**config.mk**
```make
export PLATFORM = sky130hd
export DESIGN_NAME = wb_arbiter
export DESIGN_NICKNAME = d
export VERILOG_FILES = /design/src/rtl/ember_pkg.sv /design/src/rtl/wb_fifo.sv /design/src/rtl/wb_arbiter.sv
export SDC_FILE = /design/constraint.sdc
export NUM_CORES = 1
export LEC_CHECK = 0
export ABC_AREA = 1
export BUFFER_PORTS_ARGS = -buffer_cell sky130_fd_sc_hd__buf_2
export CORE_UTILIZATION = 45
export DETAILED_ROUTE_END_ITERATION = 10
export HOLD_SLACK_MARGIN = 0.08
export PLACE_DENSITY = 0.74
export SLEW_MARGIN = 15
export SYNTH_ARGS = -nofsm -noshare
export SYNTH_HDL_FRONTEND = slang
export SYNTH_HIERARCHICAL = 1
export SYNTH_SLANG_ARGS = --single-unit
```
**constraint.sdc**
```tcl
create_clock -name clk -period 12.8 [get_ports clk]
set_input_delay 1.92 -clock clk [delete_from_list [all_inputs] [get_ports clk]]
set_output_delay 1.92 -clock clk [all_outputs]
set_load 0.1 [all_outputs]
```
**src/rtl/ember_pkg.sv**
```systemverilog
// ember_pkg: register-file geometry shared by the core, plus the writeback grant encoding.
package ember_pkg;
  localparam int DATA_W     = 64;
  localparam int REG_ADDR_W = 6;
  localparam int NUM_REGS   = 34;
  localparam int REG_NULL   = 0;
  localparam int REG_SF     = 31;
  localparam int REG_LR     = 32;
  localparam int REG_SP     = 33;

  typedef enum logic [1:0] {GNT_NONE, GNT_LD, GNT_ALU} gnt_e;
endpackage

```
**src/rtl/wb_fifo.sv**
```systemverilog
// wb_fifo: small synchronous FIFO of {addr,data} results with a youngest-match lookup port.
module wb_fifo #(
  parameter int DATA_W = 64,
  parameter int ADDR_W = 6,
  parameter int DEPTH  = 2
) (
  input  logic              clk,
  input  logic              rst_n,
  input  logic              push,
  input  logic [ADDR_W-1:0] push_addr,
  input  logic [DATA_W-1:0] push_data,
  input  logic              pop,
  output logic              full,
  output logic              empty,
  output logic [ADDR_W-1:0] head_addr,
  output logic [DATA_W-1:0] head_data,
  input  logic [ADDR_W-1:0] lk_addr,
  output logic              lk_hit,
  output logic [DATA_W-1:0] lk_data
);
  localparam int PW = $clog2(DEPTH);
  localparam int CW = PW + 1;

  logic [ADDR_W-1:0] mem_addr [DEPTH];
  logic [DATA_W-1:0] mem_data [DEPTH];
  logic [PW-1:0]     rd_ptr;
  logic [PW-1:0]     wr_ptr;
  logic [CW-1:0]     count;
  logic              do_push;
  logic              do_pop;

  assign full    = (count == CW'(DEPTH));
  assign empty   = (count == '0);
  assign do_push = push && !full;
  assign do_pop  = pop && !empty;

  assign head_addr = mem_addr[rd_ptr];
  assign head_data = mem_data[rd_ptr];

  always_ff @(posedge clk or negedge rst_n) begin
    if (!rst_n) begin
      rd_ptr <= '0;
      wr_ptr <= '0;
      count  <= '0;
    end else begin
      if (do_push) wr_ptr <= wr_ptr + 1'b1;
      if (do_pop)  rd_ptr <= rd_ptr + 1'b1;
      case ({do_push, do_pop})
        2'b10:   count <= count + 1'b1;
        2'b01:   count <= count - 1'b1;
        default: count <= count;
      endcase
    end
  end

  always_ff @(posedge clk) begin
    if (do_push) begin
      mem_addr[wr_ptr] <= push_addr;
      mem_data[wr_ptr] <= push_data;
    end
  end

  // Scan oldest to youngest so the last match found is the youngest.
  always_comb begin
    lk_hit  = 1'b0;
    lk_data = '0;
    for (int i = 0; i < DEPTH; i++) begin
      if ((CW'(i) < count) && (lk_addr != '0) &&
          (mem_addr[rd_ptr + PW'(i)] == lk_addr)) begin
        lk_hit  = 1'b1;
        lk_data = mem_data[rd_ptr + PW'(i)];
      end
    end
  end
endmodule

```
**src/rtl/wb_arbiter.sv**
```systemverilog
// wb_arbiter: merges ALU and load results onto the register file's single write port,
// load-first with an ALU anti-starvation override, and exposes in-flight values for forwarding.
module wb_arbiter #(
  parameter int DATA_W     = ember_pkg::DATA_W,
  parameter int REG_ADDR_W = ember_pkg::REG_ADDR_W,
  parameter int NUM_REGS   = ember_pkg::NUM_REGS,
  parameter int FIFO_DEPTH = 2,
  parameter int STARVE_MAX = 4
) (
  input  logic                  clk,
  input  logic                  rst_n,
  input  logic                  alu_valid,
  output logic                  alu_ready,
  input  logic [REG_ADDR_W-1:0] alu_addr,
  input  logic [DATA_W-1:0]     alu_data,
  input  logic                  ld_valid,
  output logic                  ld_ready,
  input  logic [REG_ADDR_W-1:0] ld_addr,
  input  logic [DATA_W-1:0]     ld_data,
  output logic                  wr_en,
  output logic [REG_ADDR_W-1:0] wr1_addr,
  output logic [DATA_W-1:0]     wr1_data,
  input  logic [REG_ADDR_W-1:0] fwd_addr,
  output logic                  fwd_hit,
  output logic [DATA_W-1:0]     fwd_data,
  output logic                  err_badaddr,
  output logic                  busy
);
  import ember_pkg::gnt_e;
  import ember_pkg::GNT_NONE;
  import ember_pkg::GNT_LD;
  import ember_pkg::GNT_ALU;
  import ember_pkg::REG_NULL;

  localparam int SW = $clog2(STARVE_MAX + 1);

  function automatic logic addr_bad(input logic [REG_ADDR_W-1:0] a);
    return int'(a) >= NUM_REGS;
  endfunction

  logic                  rdy_en;
  logic                  alu_full, alu_empty, ld_full, ld_empty;
  logic                  alu_acc, ld_acc, alu_bad, ld_bad, alu_push, ld_push;
  logic [REG_ADDR_W-1:0] alu_head_addr, ld_head_addr;
  logic [DATA_W-1:0]     alu_head_data, ld_head_data;
  logic                  alu_lk_hit, ld_lk_hit;
  logic [DATA_W-1:0]     alu_lk_data, ld_lk_data;
  logic [SW-1:0]         starve_cnt;
  gnt_e                  gnt;

  // Ready is held low until the first edge after reset release.
  assign alu_ready = rdy_en && !alu_full;
  assign ld_ready  = rdy_en && !ld_full;
  assign alu_acc   = alu_valid && alu_ready;
  assign ld_acc    = ld_valid && ld_ready;
  assign alu_bad   = addr_bad(alu_addr);
  assign ld_bad    = addr_bad(ld_addr);
  assign alu_push  = alu_acc && !alu_bad && (alu_addr != REG_ADDR_W'(REG_NULL));
  assign ld_push   = ld_acc && !ld_bad && (ld_addr != REG_ADDR_W'(REG_NULL));

  wb_fifo #(.DATA_W(DATA_W), .ADDR_W(REG_ADDR_W), .DEPTH(FIFO_DEPTH)) u_alu_fifo (
    .clk(clk), .rst_n(rst_n),
    .push(alu_push), .push_addr(alu_addr), .push_data(alu_data),
    .pop(gnt == GNT_ALU), .full(alu_full), .empty(alu_empty),
    .head_addr(alu_head_addr), .head_data(alu_head_data),
    .lk_addr(fwd_addr), .lk_hit(alu_lk_hit), .lk_data(alu_lk_data)
  );

  wb_fifo #(.DATA_W(DATA_W), .ADDR_W(REG_ADDR_W), .DEPTH(FIFO_DEPTH)) u_ld_fifo (
    .clk(clk), .rst_n(rst_n),
    .push(ld_push), .push_addr(ld_addr), .push_data(ld_data),
    .pop(gnt == GNT_LD), .full(ld_full), .empty(ld_empty),
    .head_addr(ld_head_addr), .head_data(ld_head_data),
    .lk_addr(fwd_addr), .lk_hit(ld_lk_hit), .lk_data(ld_lk_data)
  );

  always_comb begin
    gnt = GNT_NONE;
    if (!alu_empty && (ld_empty || (starve_cnt == SW'(STARVE_MAX)))) gnt = GNT_ALU;
    else if (!ld_empty) gnt = GNT_LD;
  end

  // Output register stage: the popped head is presented to the register file next cycle.
  always_ff @(posedge clk or negedge rst_n) begin
    if (!rst_n) begin
      rdy_en      <= 1'b0;
      wr_en       <= 1'b0;
      wr1_addr    <= '0;
      wr1_data    <= '0;
      err_badaddr <= 1'b0;
      starve_cnt  <= '0;
    end else begin
      rdy_en      <= 1'b1;
      wr_en       <= (gnt != GNT_NONE);
      err_badaddr <= (alu_acc && alu_bad) || (ld_acc && ld_bad);
      if (gnt == GNT_ALU) begin
        wr1_addr <= alu_head_addr;
        wr1_data <= alu_head_data;
      end else if (gnt == GNT_LD) begin
        wr1_addr <= ld_head_addr;
        wr1_data <= ld_head_data;
      end
      if (alu_empty || (gnt == GNT_ALU)) starve_cnt <= '0;
      else if (starve_cnt != SW'(STARVE_MAX)) starve_cnt <= starve_cnt + 1'b1;
    end
  end

  // Queued entries are younger than the output register, so they take precedence.
  always_comb begin
    fwd_hit  = 1'b0;
    fwd_data = '0;
    if (ld_lk_hit) begin
      fwd_hit  = 1'b1;
      fwd_data = ld_lk_data;
    end else if (alu_lk_hit) begin
      fwd_hit  = 1'b1;
      fwd_data = alu_lk_data;
    end else if (wr_en && (fwd_addr != '0) && (wr1_addr == fwd_addr)) begin
      fwd_hit  = 1'b1;
      fwd_data = wr1_data;
    end
  end

  assign busy = !alu_empty || !ld_empty || wr_en;
endmodule
```
==> results.md <==
- CTS max path bufs: 3
- Post-synth ARST share: 23.1%
- First-pass GRT wire length: 103 mm
- DRT iter0 DRCs: 2238
- Core Box Area: 0.0453 mm²
- IO Count: 290
- Area leader, netlist: edfxtp_1
- Synthesized area: 0.0207 mm²
- Die area: 0.0468 mm²
- Hold Crit Class: reg2reg
- Die W: 216 µm
- DRC Markers: 0
- Gate Count Post-Synth: 2504
- Grt total ovfl: 0
- Final Cycle Share: 69.8%
- Most common cell after layout, fill and taps aside: nand2_1
- Post-synth EDFFs: 280
- FMAX: 112 MHz
- Area contributors post-synth: edfxtp_1 (41%), nand2_1 (12%), dfrtp_1 (10%)
- Clock Latency Late Sink: 0.56 ns
- Kind of critical path: reg2out
- Number of nets in the layout: 2842
- Commonest cells after routing, fill and taps aside: nand2_1 (647), nand3_1 (312), buf_2 (288), edfxtp_1 (280), o21ai_0 (264)
- Post-synth top area share: 40.7%
- Cts bufs inserted: 43
- Final setup viols: 0
- ANT nets after route: 0
- Power Density: 247 mW/mm²
- Average size of a mapped cell: 8.25 µm²
- CTS tree: built
- Place WS: 4.20 ns
- Yosys Warn Count: 6
- Largest net degree at the start of global routing: 93
- Hold Fails Final Rpt: 0
- Final Cell Area: 0.0236 mm²
- Crit path max fanout: 92
- Vias in the first global route: 18400
- Crit path required time: 10.88 ns
- Initial antenna violation count: 13
- Clock sink count: 364
- Crit. End Element: output pin
- Ys flop type: edfxtp_1
- Worst setup slack after layout: 3.87 ns
- Growth of design area from synthesis to finish: 14.3%
- Final non-filler cell total: 3325
- Register bit total from synthesis: 364
- Fillcell total: 4164
- Row cnt: 78
- Placed cell areas: 0.0222 mm²
- Fin Setup TNS: 0 ns
- Fraction of layout cells with a size suffix above 1: 17.8%
- Power, Total: 5.83 mW
- Status: finished clean
- Part of the Yosys area used for sequential elements: 50.9%
- RSZ-0062 raised after global routing: no
- Die Y-Extent: 216 µm
- Max-slew violations: 0
- Placed cells: 3237
- Worst Tran Pin Value: 1.12 ns
- Netlist cell types: 32
- Startpoint Class: register
- Pleak: 10.6 nW
- Drt first pass iters: 7
- GRT Resource Usage Total: 28.3%
- Via-to-Cell Ratio: 5.70
- Slew HR: 25.2%
- Min cycle time layout: 8.93 ns
- Data arrival, critical path: 7.01 ns
- IO buf count: 289
- Clk_skew: 0.0178 ns
- Worst vdd ir: 0.196 mV
- CTS Root Cell: clkbuf_16
- Post-Route WL: 67.3 mm
- Cts-stage hold buffer count: 0
- Initial core utilization: 45.6%
- Wire per inst: 20.2 µm
- HPWL after DPL: 41.9 mm
- Max-cap viol count: 0
- Mapped Nets: 2664
- H-tree levels: 2
- Clock transition at the registers of the reported paths: 0.06 ns
- RD Place Congestion: 0.886
- Setup Fix Bufs, Post-CTS: 0
- Vias post-DR: 19000
- Post_cts resized: 0
[logic make-up (layout without fill, tap and decap cells)]
family	after synthesis	after routing	synth area share, %
AOI/OAI and AO/OA	485	485	13.1
xor gates and xnor gates	9	9	0.382
adders and majority gates	10	10	0.606
buffers and inverters	439	651	9.39
DFF	364	364	50.9
other	1	10	0.0182
and+or+nand+nor	1196	1196	25.7
[synth_stat cells (3+ instances only)]
master    count
nor2_1      161
nand3_1     312
buf_1        10
dfrtp_1      84
xnor2_1       5
o21ai_0     265
a21oi_2      24
nor2_8        3
buf_8         3
buf_6        18
ha_1         10
o211ai_1     71
buf_4        13
buf_2        55
clkbuf_1     81
edfxtp_1    280
a21oi_1     117
nand2_2      10
o21ai_1       6
xor2_1        4
nor2_2        3
inv_1       255
nand3_2      52
nand2_1     650
[power breakdown]
part | total [mW] | internal, mW | switching (mW)
registers | 1.65 | 1.49 | 0.153
logic | 2.95 | 0.566 | 2.38
clock network | 1.23 | 0.746 | 0.487
total | 5.83 | 2.81 | 3.02
[area by class of cell]
| cell class | count | area, µm² | area share (%) |
|---|---|---|---|
| flip-flops and latches | 364 | 10500 | 44.5 |
| multi-input cells | 1701 | 8300 | 35.1 |
| repair buffers | 313 | 1630 | 6.90 |
| clock buffers | 63 | 1230 | 5.22 |
| inverters | 259 | 983 | 4.17 |
| well taps | 600 | 751 | 3.18 |
| clock inverters | 16 | 175 | 0.742 |
| diodes | 9 | 22.5 | 0.0954 |
[flip-flops by register name, summed over array words and instances, names as in the netlist, 2 cells and up]
signal / flops
starve_cnt: 3
u_alu_fifo/count: 2
u_alu_fifo/mem_addr: 12
u_alu_fifo/mem_data: 128
u_ld_fifo/count: 2
u_ld_fifo/mem_addr: 12
u_ld_fifo/mem_data: 128
wr1_addr: 6
wr1_data: 64
[layer usage]
| layer | global-route usage, % | wire length (µm) | vias to the layer above |
|---|---|---|---|
| met1 | 35.8 | 26300 | 8892 |
| met5 | 0 | 69 | - |
| met4 | 16.6 | 3450 | 10 |
| li1 | - | - | 8741 |
| met2 | 45.3 | 31100 | 1102 |
| met3 | 5.29 | 6320 | 217 |
[per-stage QoR]
step	util [%]	hold slack (ns)
global placement	49.0	0.443
CTS	52.1	0.474
floorplan	-	0.431
detailed placement	49.0	0.468
global route	52.1	0.490
finish	52.1	0.465
[path summary, 6_finish.rpt]
check                      slack [ns]                  to  cells after the start                 from
setup reg to reg                 8.53  u_ld_fifo/count[1]                     12  u_alu_fifo/count[1]
hold / removal                   0.46       starve_cnt[0]                      1        starve_cnt[0]
max in group asynchronous       10.14   u_alu_fifo/rd_ptr                      2                rst_n
hold reg to reg                  0.46       starve_cnt[0]                      1        starve_cnt[0]
min in group asynchronous        1.42        wr1_data[52]                      1                rst_n
setup / recovery                 3.87        fwd_data[13]                     13    u_alu_fifo/rd_ptr
[worst max-delay path, stage by stage, from the launching register on]
cell and delay [ns]:
dfrtp_4 0.89, buf_4 0.64, nand2_1 0.18, nand2_1 0.11, nand2_1 0.05, nand2_1 0.06
nand3_1 0.54, nor2_8 0.99, nor2_2 0.35, inv_4 0.45, buf_4 0.89, a21oi_1 0.34
a21oi_1 0.26, buf_2 0.46
No activity file was read; power rests on OpenSTA's default activity.
